## src/rtl/chamber_timer.sv

```systemverilog
// Countdown timer serving the bathysphere interlock: one fill/drain/wait interval at a time, 1-cycle *Finished pulse at expiry.
// Optional CHAMBER_TIMER_HEX_EN adds registered active-low 7-segment tens/ones of secLeft.
module chamber_timer #(
  parameter int CLK_HZ    = 50_000_000,
  parameter int FILL_SEC  = 10,
  parameter int DRAIN_SEC = 10,
  parameter int WAIT_SEC  = 5
) (
  input  logic       clk,
  input  logic       reset,
  input  logic       filling,
  input  logic       draining,
  input  logic       waiting,
  output logic       fillFinished,
  output logic       drainFinished,
  output logic       waitFinished,
  output logic [7:0] secLeft,
  output logic [1:0] mode,
  output logic       busy
`ifdef CHAMBER_TIMER_HEX_EN
  ,
  output logic [6:0] hexTens,
  output logic [6:0] hexOnes
`endif
);

  localparam int PW = $clog2(CLK_HZ);
  localparam logic [PW-1:0] TICK_MAX = PW'(CLK_HZ - 1);

  localparam logic [1:0] MODE_IDLE  = 2'd0;
  localparam logic [1:0] MODE_FILL  = 2'd1;
  localparam logic [1:0] MODE_DRAIN = 2'd2;
  localparam logic [1:0] MODE_WAIT  = 2'd3;

  typedef enum logic [1:0] {IDLE, RUN, DONE, HOLD} state_t;

  state_t        state, nextState;
  logic [PW-1:0] prescaler, nextPrescaler;
  logic [7:0]    nextSecLeft;
  logic [1:0]    nextMode;
  logic          nextBusy;
  logic          nextFill, nextDrain, nextWait;
  logic          reqLatched;

  function automatic logic [7:0] durationOf(input logic [1:0] m);
    case (m)
      MODE_FILL:  durationOf = 8'(FILL_SEC);
      MODE_DRAIN: durationOf = 8'(DRAIN_SEC);
      MODE_WAIT:  durationOf = 8'(WAIT_SEC);
      default:    durationOf = 8'd0;
    endcase
  endfunction

  always_comb begin
    case (mode)
      MODE_FILL:  reqLatched = filling;
      MODE_DRAIN: reqLatched = draining;
      MODE_WAIT:  reqLatched = waiting;
      default:    reqLatched = 1'b0;
    endcase
  end

  always_ff @(posedge clk or negedge reset) begin
    if (!reset) state <= IDLE;
    else        state <= nextState;
  end

  always_comb begin
    nextState     = state;
    nextPrescaler = prescaler;
    nextSecLeft   = secLeft;
    nextMode      = mode;
    nextFill      = 1'b0;
    nextDrain     = 1'b0;
    nextWait      = 1'b0;
    case (state)
      IDLE: begin
        if (draining)     nextMode = MODE_DRAIN;
        else if (filling) nextMode = MODE_FILL;
        else if (waiting) nextMode = MODE_WAIT;
        if (draining || filling || waiting) begin
          nextState     = RUN;
          nextSecLeft   = durationOf(nextMode);
          nextPrescaler = '0;
        end
      end
      RUN: begin
        // Abort outranks a coincident final tick: no pulse once the request is gone.
        if (!reqLatched) begin
          nextState     = IDLE;
          nextMode      = MODE_IDLE;
          nextSecLeft   = 8'd0;
          nextPrescaler = '0;
        end else if (prescaler == TICK_MAX) begin
          nextPrescaler = '0;
          if (secLeft <= 8'd1) begin
            nextSecLeft = 8'd0;
            nextState   = DONE;
            nextFill    = (mode == MODE_FILL);
            nextDrain   = (mode == MODE_DRAIN);
            nextWait    = (mode == MODE_WAIT);
          end else begin
            nextSecLeft = secLeft - 8'd1;
          end
        end else begin
          nextPrescaler = prescaler + PW'(1);
        end
      end
      DONE: nextState = HOLD;
      HOLD: begin
        if (!reqLatched) begin
          nextState = IDLE;
          nextMode  = MODE_IDLE;
        end
      end
      default: nextState = IDLE;
    endcase
    nextBusy = (nextState == RUN);
  end

  always_ff @(posedge clk or negedge reset) begin
    if (!reset) begin
      prescaler     <= '0;
      secLeft       <= 8'd0;
      mode          <= MODE_IDLE;
      busy          <= 1'b0;
      fillFinished  <= 1'b0;
      drainFinished <= 1'b0;
      waitFinished  <= 1'b0;
    end else begin
      prescaler     <= nextPrescaler;
      secLeft       <= nextSecLeft;
      mode          <= nextMode;
      busy          <= nextBusy;
      fillFinished  <= nextFill;
      drainFinished <= nextDrain;
      waitFinished  <= nextWait;
    end
  end

`ifdef CHAMBER_TIMER_HEX_EN
  // Segment order gfedcba, low = lit.
  function automatic logic [6:0] seg7(input logic [7:0] d);
    case (d)
      8'd0:    seg7 = ~7'b0111111;
      8'd1:    seg7 = ~7'b0000110;
      8'd2:    seg7 = ~7'b1011011;
      8'd3:    seg7 = ~7'b1001111;
      8'd4:    seg7 = ~7'b1100110;
      8'd5:    seg7 = ~7'b1101101;
      8'd6:    seg7 = ~7'b1111101;
      8'd7:    seg7 = ~7'b0000111;
      8'd8:    seg7 = ~7'b1111111;
      8'd9:    seg7 = ~7'b1101111;
      default: seg7 = 7'h7F;
    endcase
  endfunction

  logic [7:0] tensDigit, onesDigit;
  always_comb begin
    tensDigit = (nextSecLeft / 8'd10) % 8'd10;
    onesDigit = nextSecLeft % 8'd10;
  end

  always_ff @(posedge clk or negedge reset) begin
    if (!reset) begin
      hexTens <= 7'h7F;
      hexOnes <= 7'h7F;
    end else if (nextMode == MODE_IDLE) begin
      hexTens <= 7'h7F;
      hexOnes <= 7'h7F;
    end else begin
      hexTens <= seg7(tensDigit);
      hexOnes <= seg7(onesDigit);
    end
  end
`endif

endmodule

```

## config.mk

```make
export PLATFORM = sky130hd
export DESIGN_NAME = chamber_timer
export DESIGN_NICKNAME = d
export VERILOG_FILES = /design/src/rtl/chamber_timer.sv
export SDC_FILE = /design/constraint.sdc
export NUM_CORES = 1
export LEC_CHECK = 0
export CAP_MARGIN = 20
export CORE_MARGIN = 2
export CORE_UTILIZATION = 57
export CTS_BUF_LIST = sky130_fd_sc_hd__clkbuf_16
export DETAILED_ROUTE_END_ITERATION = 7
export PLACE_DENSITY_LB_ADDON = 0.15
export SYNTH_ARGS = -nofsm -noshare
export SYNTH_HDL_FRONTEND = slang
export SYNTH_SLANG_ARGS = --single-unit
```

## constraint.sdc

```tcl
create_clock -name clk -period 4.4 [get_ports clk]
set_clock_uncertainty 0.05 [all_clocks]
set_input_delay 1.32 -clock clk [delete_from_list [all_inputs] [get_ports clk]]
set_output_delay 1.32 -clock clk [all_outputs]
set_load 0.005 [all_outputs]
```

* Yosys cells after proc, flatten, opt, wreduce, memory -nomap -nowiden
Cells that the tools add are included.
** Storage, ports and cells
- Flip-flop bits (word level) :: 42
- Input port bits :: 5
- Output and inout bits :: 14
- Logic and storage cells :: 70
** Cells by class
- Add/subtract/negate cells :: 2
- Multiplexer cells :: 35
- Equality and inequality tests :: 14
- Order comparisons :: 1
- Reduce and logical (&&, ||, !) cells :: 10
** Operator list (number)
- $mux 26 :: 3
- $pmux 26 s2 :: 1
- $mux 8 :: 4
- $add 26x1->26 const B :: 1
- $eq 26x26->1 const B :: 1
- $mux 2 :: 10
- $pmux 8 s2 :: 1
- $eq 2x2->1 const B :: 6
- $mux 1 :: 12
- $eq 2x1->1 const B :: 4
- $le 8x1->1 const B :: 1
- $pmux 2 s4 :: 1
- $pmux 4 s2 :: 1
- $sub 8x1->8 const B :: 1
- $ne 2x2->1 const B :: 2
- $pmux 2 s2 :: 1
- $reduce_and 2->1 :: 2
- $reduce_bool 2->1 :: 2
- $reduce_or 2->1 :: 2
- $ne 3x3->1 const B :: 1
- $pmux 1 s3 :: 1
- $reduce_and 3->1 :: 1
- $logic_not 2->1 :: 1
- $logic_or 1x1->1 :: 2

* Depth between registers and ports, before layout
Gate-level depths: netlist (run 1).
- Depth in word-level cells :: 9
- Gate-level depth with buffers :: 7
- Depth with buffers taken out :: 7

* Worst setup path after synthesis (run 1)
Ideal clock, no wire load.
- Kind :: input-to-reg
- Start :: input waiting
- End :: register secLeft[0]
- Arrival time :: 2.691 ns
- Path slack :: 1.534 ns
- Cell stages on the path :: 5
- Data required time :: 4.225 ns
- Path buffers :: 1
- Library setup time :: 0.125 ns
- Cell sequence :: nor4_1 -> or2_2 -> buf_2 -> nor2_8 -> mux2_4
** Between the ends
- Cells in the longest elaborated chain, start to end :: 9
- Elaborated cells between the ends (all ways) :: 17
- Those cells by class :: eq/ne (5); mux (9); reduce/logical (3)
** RTL lines
- start, declared :: line 13 : input logic waiting,
- $mux 2 :: line 80 : else if (waiting) nextMode = MODE_WAIT;
- $mux 2 :: line 79 : else if (filling) nextMode = MODE_FILL;
- $mux 2 :: line 78 : if (draining) nextMode = MODE_DRAIN;
- $mux 2 :: line 76 : case (state)
- $eq 2x2->1 or $eq 2x1->1 (tied branches) :: line 46 : case (m)
- $reduce_or 2->1 (no source line)
- $pmux 4 s2 :: line 46
- $mux 8 :: line 81 : if (draining || filling || waiting) begin
- $pmux 8 s2 :: line 76
- end signal, assigned :: line 132 : secLeft <= nextSecLeft;
- end, declared :: line 17 : output logic [7:0] secLeft,
Several ways; a longest one is shown, not always the timed one. The select of a mux whose other input is x is not followed.
A chain may end at the register's enable or synchronous reset.

* Final worst setup path (run 1)
- Start :: input waiting
- End :: register prescaler[25]
** Between the ends
- Cells in the longest elaborated chain, start to end :: 3
- Elaborated cells between the ends (all ways) :: 6
- Those cells by class :: eq/ne (1); mux (3); reduce/logical (2)
** RTL lines
- $pmux 1 s3 or $logic_or 1x1->1 (tied branches) :: line 55, 81
- $mux 26 or $ne 2x2->1 (tied branches)
- $pmux 26 s2 or $reduce_and 2->1 (tied branches)
- end signal, assigned :: line 131 : prescaler <= nextPrescaler;
- end, declared :: line 38 : logic [PW-1:0] prescaler, nextPrescaler;
Several ways; a longest one is shown, not always the timed one.

==> reports/qor.csv, run 1 <==
metric,value,unit
status,"complete, no violations",
Post-CTS Setup Inserts,0,
largest net degree at the start of global routing,43,
Avg WL per Cell,15.99,um
die height,67.66,um
Tot GR Track Use,25.89,%
CTS tree,done,
hold_ws,0.4823,ns
Synth Register Bits,42,
clk_lat worst skew,0.28,ns
YS warnings,0,
Leakage,0.001082,uW
port buffer count,18,
f_max,0.2942,GHz
Setup CP Type,primary input to register,
max-slew violation count,0,
Synth Net Count,258,
DR vias,1917,
CTS sink count,42,
Slew Limit Headroom,35.84,%
gpl congestion,0.8345,
via/cell ratio,6.028,
Routed Wire Length,5085,um
Setup crit start kind,primary input,
Initial Util,58.58,%
I/O pin cnt,19,
hpwl dp,3407,um
total CTS buffers,5,
Mapped Area,2310,um^2
PwrDens,456.2,nW/um^2
Fin. Hold Viols,0,
number of nets with antenna violations after routing,0,
CP arrival,3.50,ns
total grt overflow,0,
setup_tns,0,ns
Layout area overhead,14.41,%
pre-CTS setup slack,0.7492,ns
die width,67.66,um
Pre-Repair DR Iteration Count,4,
Max IR drop VDD,0.3048,mV
n_diodes,0,
# resized after CTS,0,
hold_buf cts,0,
layout cells sized above 1,5.970,%
Std-Cell Rows,23,
first-pass GRT wire length,8804,um
flop-to-flop setup slack,1.76,ns
# setup viols final,0,
Critical Path RT,4.50,ns
Max Cap Violations,0,
antenna violations before repair,0,
synthesized area per cell,9.276,um^2
vias in the first global route,1803,
H-tree lvl count,2,
drt first-iter violations,173,
core area,3943,um^2
fin crit share,77.24,%
"Reg clk slew, reported paths",0.06,ns
clk root buf,clkbuf_16,
HP Class,register to register,
Setup WS post-layout,1.001,ns
largest fanout on the critical path,9,
fin util,67.03,%
Nets,276,
Critical Path End Type,register,
min Tclk post-route,3.399,ns
Clock Tree Buf Depth,2,
Cells after Synth,249,
Least-Margin Pin Slew,0.9536,ns
sequential-to-total area share from yosys stat,45.50,%
drt drc,0,
Final Power,1206,uW
Synth cell types,43,
setup repair after global routing missed its margin,no,
full die area,4577,um^2
logic make-up after synthesis:
| logic type | count (synthesis) | synth area share (%) |
|---|---|---|
| and+or+nand+nor | 124 | 28.87 |
| muxes | 4 | 2.221 |
| adders and majority gates | 4 | 2.167 |
| xor gates and xnor gates | 17 | 6.447 |
| buffers and inverters | 14 | 2.979 |
| AOI/OAI and AO/OA | 44 | 11.81 |
| DFF | 42 | 45.50 |
state kept, by name, indices dropped and copies added, names as in the netlist:
name           flops
waitFinished       1
busy               1
secLeft            8
prescaler         26
state              2
fillFinished       1
drainFinished      1
mode               2
routing by layer:
| layer | global-route usage (%) | vias up | part of all wire [%] |
|---|---|---|---|
| li1 | - | 936 | - |
| met1 | 37.70 | 936 | 48 |
| met2 | 37.75 | 37 | 47 |
| met3 | 6.333 | 8 | 4.3 |
| met4 | 8.163 | 0 | 1.1 |
| met5 | 0 | - | 0 |
synth_stat cells:
cell type  instances  area share [%]
a21o_1             1            0.33
a21oi_1            8             1.7
a22o_1             4             1.5
a22oi_1            1            0.33
a31oi_1            7             1.9
and3_1             3            0.81
and3b_1            2            0.76
and4_1             2            0.76
buf_2              1            0.22
buf_6              2            0.98
clkbuf_1           4            0.65
dfrtp_1           42              46
ha_1               4             2.2
inv_1              7             1.1
mux2_2             1            0.49
mux2_4             2             1.3
mux2i_1            1            0.43
nand2_1           20             3.3
nand2b_1           4             1.1
nand3_1           14             3.0
nand3b_1           2            0.65
nand4_1           12             3.3
nor2_1            30             4.9
nor2_8             1            0.87
nor2b_1            1            0.27
nor3_1            12             2.6
nor4_1             4             1.1
nor4_2             1            0.54
nor4b_1            1            0.38
o211ai_1           2            0.65
o21a_1             2            0.65
o21a_4             1            0.65
o21ai_0           15             3.3
o21ai_1            1            0.22
o21bai_1           1            0.33
o22ai_1            1            0.27
or2_2              2            0.54
or3_1              7             1.9
or4_1              4             1.3
or4_4              1            0.49
or4b_1             1            0.43
xnor2_1            2            0.76
xor2_1            15             5.7
critical path, stage by stage:
cell and delay, ns:
clkdlybuf4s50_1 0.46, nor4_1 0.83, nor2_1 0.40, nand4_1 0.28, or3_1 0.14, a21oi_1 0.06
placed cells by master (no fill, tap or decap), types with 3 or more instances in the layout:
master,netlist,layout
or3_1,7,7
a21oi_1,8,8
a22o_1,4,4
nand3_1,14,14
ha_1,4,4
or4_1,4,4
nand4_1,12,12
a31oi_1,7,7
dfrtp_1,42,42
and3_1,3,3
clkdlybuf4s50_1,0,17
nand2_1,20,20
inv_1,7,8
o21ai_0,15,15
nor4_1,4,4
xor2_1,15,15
nand2b_1,4,4
clkbuf_16,0,5
nor3_1,12,12
nor2_1,30,30
power by group:
group	total, uW	internal (uW)	switching (uW)
combinational	375	168	207
sequential	485	424	61.6
clock	345	205	140
path summary, 6_finish.rpt:
path                                           start                   endpoint  cells past startpoint
max in group asynchronous                      reset     secLeft[3]$_DFFE_PN0P_                      1
hold reg to reg               secLeft[7]$_DFFE_PN0P_     secLeft[7]$_DFFE_PN0P_                      1
setup / recovery                             waiting  prescaler[25]$_DFFE_PN0P_                      6
min in group asynchronous                      reset        mode[1]$_DFFE_PN0P_                      1
setup reg to reg           prescaler[10]$_DFFE_PN0P_     secLeft[0]$_DFFE_PN0P_                      5
hold / removal                secLeft[7]$_DFFE_PN0P_     secLeft[7]$_DFFE_PN0P_                      1
through the flow:
| stage | area (um^2) | instances |
|---|---|---|
| after detailed placement | 2505 | 310 |
| after CTS | 2643 | 318 |
| after global routing | 2643 | 318 |
| after floorplan | 2310 | 249 |
| final | 2643 | 318 |
| after global placement | 2505 | 310 |
cell type report:
type	count	area, um^2
clock inverters	3	12.51
multi-input cells	193	1190
inverters	7	26.28
clock buffers	5	125.1
repair buffers	18	175.2
well taps	50	62.56
flip-flops and latches	42	1051
fillers	328	1300
No activity file was read; power rests on OpenSTA's default activity.
==> run 2, diff against run 1 <==
==> constraint.sdc (replaced) <==
create_clock -name clk -period 3.3 [get_ports clk]
set_clock_uncertainty 0.05 [all_clocks]
set_input_delay 0.99 -clock clk [delete_from_list [all_inputs] [get_ports clk]]
set_output_delay 0.99 -clock clk [all_outputs]
set_load 0.005 [all_outputs]
==> run 2 against run 1 <==
Effect of this change: cell area rose by 0.95%; final cell count grew 0.94%; clock-buffer cell count is the same; core utilization grew 0.63 points; worst setup slack worse by 0.68 ns; combinational power increased by 35%; largest cell class unchanged; die area did not move; critical path depth unchanged; via count shrank 1.3%.
==> reports/qor.csv, run 2 (synthesis results as in run 1) <==
metric,value,unit
status,"complete, no violations",
H-tree lvl count,2,
Pre-Repair DR Iteration Count,4,
antenna violations before repair,0,
Worst R2R Start,prescaler[8]$_DFFE_PN0P_,
setup_tns,0,ns
PwrDens,601.7,nW/um^2
top flop regs,"prescaler (26), secLeft (8)",
flop-to-flop setup slack,0.80,ns
Post-CTS Setup Inserts,0,
Std-Cell Rows,23,
HP Class,register to register,
Max IR drop VDD,0.3943,mV
hold path start,secLeft[7]$_DFFE_PN0P_,
Critical Path End Type,register,
drt first-iter violations,193,
fin crit share,90.22,%
n_diodes,0,
Tot GR Track Use,23.83,%
CP max stage delay,0.65,ns
gpl congestion,0.8198,
Crit path max-delay family,simple AND/OR/NAND/NOR gates,
f_max,0.3359,GHz
Slew Limit Headroom,37.03,%
Max Cap Violations,0,
full die area,4577,um^2
I/O pin cnt,19,
Fin. Hold Viols,0,
DR vias,1892,
min Tclk post-route,2.977,ns
clk_lat worst skew,0.28,ns
Avg WL per Cell,15.22,um
"commonest non-fill, non-tap cell in the layout",dfrtp_1,
max FFs per register,26,
largest fanout on the critical path,8,
pre-CTS setup slack,0.04192,ns
Setup crit start kind,primary input,
CP Cell Sequence,"clkdlybuf4s50_1, nor4_1, nor4_2, nand4_1, or3_1, a21oi_1",
via/cell ratio,5.894,
total grt overflow,0,
Setup WS post-layout,0.3227,ns
hold depth,1,
die height,67.66,um
number of nets with antenna violations after routing,0,
Bufs and invs on worst path,1,
Layout area overhead,15.49,%
end of the worst hold path,secLeft[7]$_DFFE_PN0P_,
max-slew violation count,0,
total CTS buffers,5,
vias in the first global route,1704,
Nets,280,
"Reg clk slew, reported paths",0.06,ns
critical path's slowest cell,nor4_2,
Setup CP Type,primary input to register,
hold_buf cts,0,
die width,67.66,um
stages on the worst setup path,6,
Biggest register,prescaler,
# setup viols final,0,
CP arrival,3.13,ns
Clock Tree Buf Depth,2,
largest net degree at the start of global routing,43,
Routed Wire Length,4885,um
setup repair after global routing missed its margin,no,
Leakage,0.001100,uW
clk root buf,clkbuf_16,
Initial Util,58.58,%
R2R cell count,6,
hpwl dp,3452,um
r2r endpoint,prescaler[14]$_DFFE_PN0P_,
Critical Path RT,3.45,ns
layout cells sized above 1,7.011,%
"commonest non-fill, non-tap cells in the layout","42 x dfrtp_1, 30 x nor2_1, 20 x nand2_1, 17 x clkdlybuf4s50_1",
Least-Margin Pin Slew,0.9359,ns
CTS tree,done,
core area,3943,um^2
CTS sink count,42,
# resized after CTS,0,
port buffer count,18,
first-pass GRT wire length,8162,um
drt drc,0,
## run 2: routing by layer
metal	vias up	wire length, um	track usage, %
li1	948	-	-
met1	901	2459	36.08
met2	38	2201	34.68
met3	5	176	4.000
met4	0	48	6.888
met5	-	0	0
## run 2: metrics by stage
stage	instances	power [uW]	cell area [um^2]	hold slack (ns)	utilization, %
2_1_floorplan	249	994.8	2310	0.4388	-
3_3_place_gp	314	1144	2535	0.4585	64.30
3_5_place_dp	314	1161	2535	0.4510	64.30
4_1_cts	321	1613	2668	0.4598	67.66
5_1_grt	321	1712	2668	0.5062	67.66
6_report	321	1605	2668	0.4717	67.66
## run 2: where the power goes
part | internal [uW] | switching (uW) | total, uW
Clock | 270 | 179 | 449
Combinational | 234 | 275 | 508
Sequential | 565 | 82.6 | 647
Total | 1070 | 537 | 1610
## run 2: cell type report
| class | count | area, um^2 |
|---|---|---|
| clock buffer | 5 | 125.1 |
| clock inverter | 2 | 7.507 |
| fill | 308 | 1275 |
| inverter | 7 | 26.28 |
| multi-input combinational | 193 | 1190 |
| sequential | 42 | 1051 |
| tap | 50 | 62.56 |
| timing repair buffer | 22 | 205.2 |
## run 2: worst max path at each step
stage                  from                         to  slack, ns
global placement    waiting     secLeft[1]$_DFFE_PN0P_       0.09
global route        waiting  prescaler[22]$_DFFE_PN0P_       0.22
detailed placement  waiting  prescaler[22]$_DFFE_PN0P_       0.04
CTS                 waiting  prescaler[22]$_DFFE_PN0P_       0.35
floorplan           waiting     secLeft[0]$_DFFE_PN0P_       0.76
finish              waiting  prescaler[22]$_DFFE_PN0P_       0.32
==> run 3, diff against run 2 <==
--- a/config.mk
+++ b/config.mk
@@ -6,8 +6,10 @@
 export NUM_CORES = 1
 export LEC_CHECK = 0
 export CAP_MARGIN = 20
+export CELL_PAD_IN_SITES_DETAIL_PLACEMENT = 1
+export CELL_PAD_IN_SITES_GLOBAL_PLACEMENT = 2
 export CORE_MARGIN = 2
-export CORE_UTILIZATION = 57
+export CORE_UTILIZATION = 36
 export CTS_BUF_LIST = sky130_fd_sc_hd__clkbuf_16
 export DETAILED_ROUTE_END_ITERATION = 7
 export PLACE_DENSITY_LB_ADDON = 0.15
==> run 3 against run 2 <==
Effect of this change: via count grew 2.7%; first-iteration DRC count shrank 33%; combinational power grew 4.1%; clock power is essentially flat; largest power group unchanged; final cell count grew 9.0%.
==> reports/qor.csv, run 3 (synthesis results as in run 1) <==
metric,value,unit
status,"complete, no violations",
Fin. Hold Viols,0,
hpwl dp,4097,um
max FFs per register,26,
drt drc,0,
layout cells sized above 1,8.059,%
max-slew violation count,0,
full die area,7073,um^2
DR vias,1943,
core area,6277,um^2
Max Cap Violations,0,
vias in the first global route,1996,
Critical Path End Type,register,
# resized after CTS,0,
Max IR drop VDD,0.3282,mV
PwrDens,598.5,nW/um^2
via/cell ratio,5.551,
CTS sink count,42,
CP max stage delay,0.91,ns
Slew Limit Headroom,27.51,%
gpl congestion,0.7501,
CP Cell Sequence,"clkdlybuf4s50_1, nor4_1, nor2_1, nand4_1, or3_1, a21oi_1",
port buffer count,18,
critical path's slowest cell,nor4_1,
drt first-iter violations,130,
Biggest register,prescaler,
Tot GR Track Use,17.60,%
antenna violations before repair,0,
"Reg clk slew, reported paths",0.06,ns
Crit path max-delay family,simple AND/OR/NAND/NOR gates,
f_max,0.3349,GHz
number of nets with antenna violations after routing,0,
Pre-Repair DR Iteration Count,6,
fin crit share,90.48,%
I/O pin cnt,19,
Worst R2R Start,prescaler[10]$_DFFE_PN0P_,
r2r endpoint,secLeft[0]$_DFFE_PN0P_,
clk_lat worst skew,0.28,ns
top flop regs,"prescaler (26), secLeft (8)",
clk root buf,clkbuf_16,
CTS tree,done,
Layout area overhead,17.77,%
crit path to,prescaler[23]$_DFFE_PN0P_,
Avg WL per Cell,16.19,um
setup repair after global routing missed its margin,no,
flop-to-flop setup slack,0.75,ns
H-tree lvl count,2,
total grt overflow,0,
die width,84.10,um
"commonest non-fill, non-tap cell in the layout",dfrtp_1,
Post-CTS Setup Inserts,0,
Critical Path RT,3.40,ns
largest fanout on the critical path,6,
n_diodes,0,
hold_buf cts,0,
CP arrival,3.09,ns
Clock Tree Buf Depth,2,
R2R cell count,5,
# setup viols final,0,
Least-Margin Pin Slew,1.077,ns
Nets,283,
first-pass GRT wire length,10060,um
fin util,43.33,%
stages on the worst setup path,6,
pre-CTS setup slack,-0.02855,ns
Worst Setup SP,waiting,
Leakage,0.001106,uW
total CTS buffers,5,
largest net degree at the start of global routing,43,
die height,84.10,um
min Tclk post-route,2.986,ns
Setup CP Type,primary input to register,
Routed Wire Length,5668,um
Std-Cell Rows,29,
hold path start,secLeft[7]$_DFFE_PN0P_,
Initial Util,36.79,%
Setup WS post-layout,0.3141,ns
Setup crit start kind,primary input,
"commonest non-fill, non-tap cells in the layout","42 x dfrtp_1, 30 x nor2_1, 20 x nand2_1, 17 x clkdlybuf4s50_1",
Bufs and invs on worst path,1,
HP Class,register to register,
## run 3: worst reg2reg max path: cells and delay by family (launching register included)
family,cells,cell delay [ns]
compound gates,1,0.25
flops,1,0.44
simple gates,3,1.37
mux,1,0.34
## run 3: power breakdown
part           internal (uW)  switching (uW)
clock network            269             183
logic                    241             288
registers                565            81.8
total                   1070             553
## run 3: how the worst min path moves through the flow
stage	cells past startpoint	end	slack (ns)
global placement	1	secLeft[7]$_DFFE_PN0P_	0.47
CTS	1	secLeft[7]$_DFFE_PN0P_	0.47
detailed placement	1	secLeft[7]$_DFFE_PN0P_	0.45
floorplan	1	secLeft[7]$_DFFE_PN0P_	0.44
finish	1	secLeft[7]$_DFFE_PN0P_	0.46
global route	1	secLeft[7]$_DFFE_PN0P_	0.51
## run 3: metal layers
| layer | vias up | part of all wire [%] | track usage [%] |
|---|---|---|---|
| met5 | - | 0 | 0 |
| met4 | 0 | 1.1 | 4.399 |
| met3 | 6 | 3.0 | 3.462 |
| met2 | 22 | 45 | 27.20 |
| met1 | 968 | 51 | 25.42 |
| li1 | 947 | - | - |
## run 3: stage by stage
stage | setup TNS (ns) | instance area (um^2) | power [uW] | instances | hold WS [ns]
2_1_floorplan | 0 | 2310 | 994.8 | 249 | 0.4388
3_3_place_gp | 0 | 2591 | 1187 | 344 | 0.4684
3_5_place_dp | -0.08244 | 2591 | 1191 | 344 | 0.4521
4_1_cts | 0 | 2720 | 1653 | 350 | 0.4669
5_1_grt | 0 | 2720 | 1735 | 350 | 0.5093
6_report | 0 | 2720 | 1628 | 350 | 0.4614
## run 3: layout make-up
cell class | instances | area (um^2)
clock buffers | 5 | 125.1
clock inverters | 1 | 3.754
fillers | 738 | 3557
inverters | 7 | 26.28
multi-input cells | 193 | 1190
flip-flops and latches | 42 | 1051
well taps | 77 | 96.34
repair buffers | 25 | 227.7
